### src/rtl/mult_share_arbiter.sv
// mult_share_arbiter: round-robin front end that time-shares one external
// combinational 6x6 unsigned multiplier between NREQ requesters.
//   Request side : req_valid/req_ready per requester, operands packed 6 bits each
//   Multiplier   : mul_a/mul_b registered operands out, mul_p product in
//   Response side: rsp_valid/rsp_ready with rsp_id (winner index) and rsp_p
//   Status       : busy (any stage occupied), ops_done (consumed responses)
// Latency: accept at edge N, response valid after edge N+1; one op/cycle.
// Backpressure: a stalled response holds S2, then S1; req_ready drops when both are full.
module mult_share_arbiter #(
  parameter int NREQ = 4,
  parameter int IDW  = $clog2(NREQ),
  parameter int CNTW = 16
) (
  input  logic                clk,
  input  logic                rst,
  input  logic [NREQ-1:0]     req_valid,
  input  logic [NREQ*6-1:0]   req_a,
  input  logic [NREQ*6-1:0]   req_b,
  output logic [NREQ-1:0]     req_ready,
  output logic [5:0]          mul_a,
  output logic [5:0]          mul_b,
  input  logic [11:0]         mul_p,
  output logic                rsp_valid,
  input  logic                rsp_ready,
  output logic [IDW-1:0]      rsp_id,
  output logic [11:0]         rsp_p,
  output logic                busy,
  output logic [CNTW-1:0]     ops_done
);

  localparam logic [IDW:0]   NREQ_W = (IDW+1)'(NREQ);
  localparam logic [IDW-1:0] LAST   = IDW'(NREQ - 1);

  // S1: operands currently presented to the multiplier
  logic            v1_q, v1_d;
  logic [IDW-1:0]  id1_q, id1_d;
  logic [5:0]      mul_a_q, mul_a_d;
  logic [5:0]      mul_b_q, mul_b_d;
  // S2: captured product awaiting the consumer
  logic            rsp_valid_q, rsp_valid_d;
  logic [IDW-1:0]  rsp_id_q, rsp_id_d;
  logic [11:0]     rsp_p_q, rsp_p_d;
  // Arbitration pointer and completion counter
  logic [IDW-1:0]  ptr_q, ptr_d;
  logic [CNTW-1:0] ops_q, ops_d;

  logic            adv1, adv2, accept;
  logic [IDW-1:0]  grant_idx;
  logic [IDW:0]    cand;
  logic [5:0]      a_arr [NREQ];
  logic [5:0]      b_arr [NREQ];

  always_comb begin
    for (int i = 0; i < NREQ; i++) begin
      a_arr[i] = req_a[6*i +: 6];
      b_arr[i] = req_b[6*i +: 6];
    end
  end

  // Rotating-priority search. Walking from the far end back toward ptr
  // lets the candidate closest to ptr overwrite any later one.
  always_comb begin
    grant_idx = '0;
    cand      = '0;
    for (int k = NREQ - 1; k >= 0; k--) begin
      cand = {1'b0, ptr_q} + (IDW+1)'(k);
      if (cand >= NREQ_W) cand = cand - NREQ_W;
      if (req_valid[cand[IDW-1:0]]) grant_idx = cand[IDW-1:0];
    end
  end

  always_comb begin
    adv2   = !rsp_valid_q || rsp_ready;
    adv1   = !v1_q || adv2;
    // Gating with rst keeps req_ready low during the reset cycle, so no
    // requester believes it was accepted by a pipeline that is being cleared.
    accept = adv1 && (|req_valid) && !rst;

    req_ready = accept ? (NREQ'(1) << grant_idx) : '0;

    v1_d        = v1_q;
    id1_d       = id1_q;
    mul_a_d     = mul_a_q;
    mul_b_d     = mul_b_q;
    rsp_valid_d = rsp_valid_q;
    rsp_id_d    = rsp_id_q;
    rsp_p_d     = rsp_p_q;
    ptr_d       = ptr_q;
    ops_d       = ops_q;

    if (adv2) begin
      rsp_valid_d = v1_q;
      if (v1_q) begin
        rsp_id_d = id1_q;
        rsp_p_d  = mul_p;
      end
    end

    if (adv1) begin
      v1_d = accept;
      if (accept) begin
        id1_d   = grant_idx;
        mul_a_d = a_arr[grant_idx];
        mul_b_d = b_arr[grant_idx];
      end
    end

    if (accept) begin
      ptr_d = (grant_idx == LAST) ? '0 : grant_idx + IDW'(1);
    end

    if (rsp_valid_q && rsp_ready) begin
      ops_d = ops_q + CNTW'(1);
    end
  end

  always_ff @(posedge clk) begin
    if (rst) begin
      v1_q        <= 1'b0;
      id1_q       <= '0;
      mul_a_q     <= '0;
      mul_b_q     <= '0;
      rsp_valid_q <= 1'b0;
      rsp_id_q    <= '0;
      rsp_p_q     <= '0;
      ptr_q       <= '0;
      ops_q       <= '0;
    end else begin
      v1_q        <= v1_d;
      id1_q       <= id1_d;
      mul_a_q     <= mul_a_d;
      mul_b_q     <= mul_b_d;
      rsp_valid_q <= rsp_valid_d;
      rsp_id_q    <= rsp_id_d;
      rsp_p_q     <= rsp_p_d;
      ptr_q       <= ptr_d;
      ops_q       <= ops_d;
    end
  end

  assign mul_a     = mul_a_q;
  assign mul_b     = mul_b_q;
  assign rsp_valid = rsp_valid_q;
  assign rsp_id    = rsp_id_q;
  assign rsp_p     = rsp_p_q;
  assign busy      = v1_q | rsp_valid_q;
  assign ops_done  = ops_q;

endmodule

### config.mk
export PLATFORM = sky130hd
export DESIGN_NAME = mult_share_arbiter
export DESIGN_NICKNAME = d
export VERILOG_FILES = /design/src/rtl/mult_share_arbiter.sv
export SDC_FILE = /design/constraint.sdc
export NUM_CORES = 1
export LEC_CHECK = 0
export ABC_CLOCK_PERIOD_IN_PS = 2100
export CAP_MARGIN = 0
export CORE_MARGIN = 4
export CORE_UTILIZATION = 41
export DETAILED_ROUTE_END_ITERATION = 10
export GPL_ROUTABILITY_DRIVEN = 0
export GPL_TIMING_DRIVEN = 0
export HOLD_SLACK_MARGIN = 0.12
export PLACE_DENSITY = 0.87
export SLEW_MARGIN = 30
export SYNTH_ARGS = -nofsm -noshare
export SYNTH_HDL_FRONTEND = slang
export SYNTH_SLANG_ARGS = --single-unit
### constraint.sdc
create_clock -name clk -period 2.1 [get_ports clk]
set_input_delay 0.315 -clock clk [delete_from_list [all_inputs] [get_ports clk]]
set_output_delay 0.315 -clock clk [all_outputs]
set_load 0.005 [all_outputs]
==> reports/results.tsv <==
stage	metric	value	unit
outcome	status	finished with violations	
outcome	failed_checks	setup timing	
logic_synthesis	synth_edf_count	0	
logic_synthesis	synthesis.instances	286	
power_and_ir_drop	powerDensity	580	nW/µm²
place	placed_area	3630	µm²
clock_network	cts_tree	done	
layout	antenna_cells	0	
floorplanning	pin_count	115	
logic_synthesis	ys_async_sr_fraction	0	%
clock_network	cts_sinks	48	
worst_setup_path	path_cells	mux2i_2, nor2_2, or3_4, buf_8, nor3_2, buf_2	
power_and_ir_drop	ir_worst_vdd	0.284	mV
clock_network	clk_latency	0.30	ns
worst_setup_path	crit_fanout	6	
sta	whs	0.455	ns
worst_setup_path	start_kind	flop	
detailed_routing	wl	7520	µm
sta	worstMarginPinSlew	0.498	ns
sta	max_slew_margin	66.8	%
floorplanning	die_w	84.5	µm
clock_network	clock-root-buffer	clkbuf_8	
floorplanning	die_h	84.5	µm
worst_setup_path	worst_setup_path_end_kind	output port	
sta	drv_slew	0	
sta	worst_clock_skew	0.00527	ns
sta	finalSetupViolations	1	
detailed_routing	wl_per_cell	15.3	µm
logic_synthesis	synth_top_area_cell	dfxtp_1	
logic_synthesis	ys.flop_type	dfxtp_1	
place	io_buffer_count	114	
layout	design_area	3890	µm²
logic_synthesis	yosysWarningCount	0	
floorplanning	rows	27	
sta	hold_viol_final	0	
logic_synthesis	yosys-top-cells-area	dfxtp_1, nand2_1, xor2_1, nor4b_1, nor2_1	
sta	period_needed	2.13	ns
worst_setup_path	criticalPathCategory	flop to output port	
floorplanning	initial_core_util	42.8	%
global_routing	grtUsageTotal	20.5	%
clock_network	clk_path_buf_depth	2	
layout	drive_above_1_share	15.3	%
layout	fin_nets	485	
global_routing	grt_start_max_net_pins	16	
logic_synthesis	syn_area_per_cell	8.39	µm²
detailed_routing	vias	2594	
worst_setup_path	slowest_delay	0.39	ns
logic_synthesis	yosysSeqAreaShare	40.0	%
layout	post-route-util	69.3	%
worst_setup_path	slowest_stage	dfxtp_4	
logic_synthesis	syn-cell-area	2400	µm²
clock_network	cts_hold_buf	0	
clock_network	htreeDepth	2	
detailed_routing	detail-route-antenna-nets	0	
power_and_ir_drop	leakagePower	1.47	nW
detailed_routing	drc	0	
floorplanning	core	5610	µm²
min_path	hp-class	flop to flop	
worst_setup_path	cp.arrival	1.82	ns
clock_network	cts_made_buffers	5	
sta	rsz0062_at_grt	yes	
worst_setup_path	worst-endpoint-required	1.78	ns
logic_synthesis	synthesis.nets	354	
detailed_routing	first_iter_violations	68	
global_routing	grt-ovfl-total	0	
sta	fmax	469	MHz
clock_network	path_clk_slew	0.09	ns
global_routing	antenna_found_initial	0	
logic_synthesis	synth_cell_types	37	
layout	syn_to_final_growth	62.0	%
detailed_routing	drtPass1Iterations	4	
place	hpwl	5510	µm
logic_synthesis	synth.top_cell.area_share	40.0	%
sta	tns	-0.0302	ns
sta	period_share	101	%
sta	finalWorstSetupSlack	-0.0302	ns
global_routing	grt_pass1_vias	2557	
job	drv_cap	0	
detailed_routing	vias_per_cell	5.29	
floorplanning	dieArea	7140	µm²
global_routing	grt_pass1_wl	12000	µm
logic_synthesis	ys_ff_latch	48	
-- per-layer routing --
layer | part of all wire [%] | GRT usage [%] | vias to the layer above | wire length [µm]
met5 | 0 | 0 | - | 0
met4 | 2.0 | 6.04 | 0 | 148
met3 | 5.3 | 4.81 | 11 | 401
met2 | 51 | 37.1 | 80 | 3860
met1 | 41 | 23.9 | 1225 | 3110
li1 | - | - | 1278 | -
-- report_power, final --
part           switching, mW  internal (mW)  leakage [nW]
clock network          0.320          0.270        0.0516
logic                  0.282          0.376          1.03
registers             0.0377          0.971         0.395
-- placed cells by master, fill, tap and decap left out, types with 5 or more instances in the layout --
cell type,count
a211oi_1,9
a21oi_1,17
a311oi_1,5
buf_2,5
buf_4,13
clkbuf_1,11
clkbuf_8,6
clkdlybuf4s50_1,105
dfxtp_1,46
inv_1,18
mux2i_1,6
nand2_1,45
nand4_1,6
nor2_1,23
nor4b_1,11
o221a_2,8
o32ai_1,8
xor2_1,13
-- worst paths after layout --
check / from / end / slack, ns / depth (start not counted)
worst max-delay path: ptr_q[1] / req_ready[3] / -0.03 / 6
worst min-delay path: rsp_p[5] / rsp_p[5] / 0.45 / 2
worst max register to register: ptr_q[1] / mul_b[2] / 0.08 / 8
worst min register to register: rsp_p[5] / rsp_p[5] / 0.45 / 2
-- synth_stat cells (5+ instances only) --
| cell type | count |
|---|---|
| a311oi_1 | 5 |
| a21oi_1 | 17 |
| a211oi_1 | 9 |
| o32ai_1 | 8 |
| mux2i_1 | 7 |
| nor2_1 | 25 |
| dfxtp_1 | 48 |
| nand4_1 | 6 |
| xor2_1 | 13 |
| clkbuf_1 | 13 |
| inv_1 | 18 |
| nor4b_1 | 12 |
| nor3_1 | 5 |
| o221a_2 | 8 |
| nand2_1 | 45 |
-- sequential cells by signal, summed over array words and instances, names as in the netlist --
signal,cells
v1_q,1
mul_a,6
rsp_p,12
rsp_id,2
ops_done,16
ptr_q,2
mul_b,6
rsp_valid,1
id1_q,2
-- what timing repair did --
action,in CTS,in global routing
endpoints found under the setup margin,4,5
buffers inserted,10,2
resized for setup,44,9
pin swaps,5,2
-- final cells by class --
class | count | area, µm²
Sequential cell | 48 | 966
Tap cell | 72 | 90.1
Clock inverter | 2 | 13.8
Multi-Input combinational cell | 198 | 1350
Fill cell | 472 | 1720
Buffer | 20 | 114
Inverter | 18 | 67.6
Timing Repair Buffer | 126 | 1200
Clock buffer | 6 | 82.6
-- worst max-delay path, delay by kind of cell (launching register included) --
family | cells | cell delay (ns)
and+or+nand+nor | 3 | 0.61
DFF | 1 | 0.39
muxes | 1 | 0.24
buffers and inverters | 2 | 0.29
-- kinds of logic after synthesis --
logic type      count (synthesis)  synth area share, %
mux                             7                 2.92
buf+inv                        40                 7.09
compound gates                 61                 20.5
fa+ha+maj                       1                0.521
xor+xnor                       15                 5.47
flops                          48                 40.0
simple gates                  114                 23.5
-- per-stage QoR --
step,setup WS (ns),std cells,total power [mW]
after global placement,-0.853,472,1.60
after floorplan,0.329,286,1.30
final,-0.0302,490,2.26
after detailed placement,-0.858,472,1.62
after global routing,-0.0400,490,2.37
after CTS,0.0484,488,2.25
(Power assumes the default switching activity.)
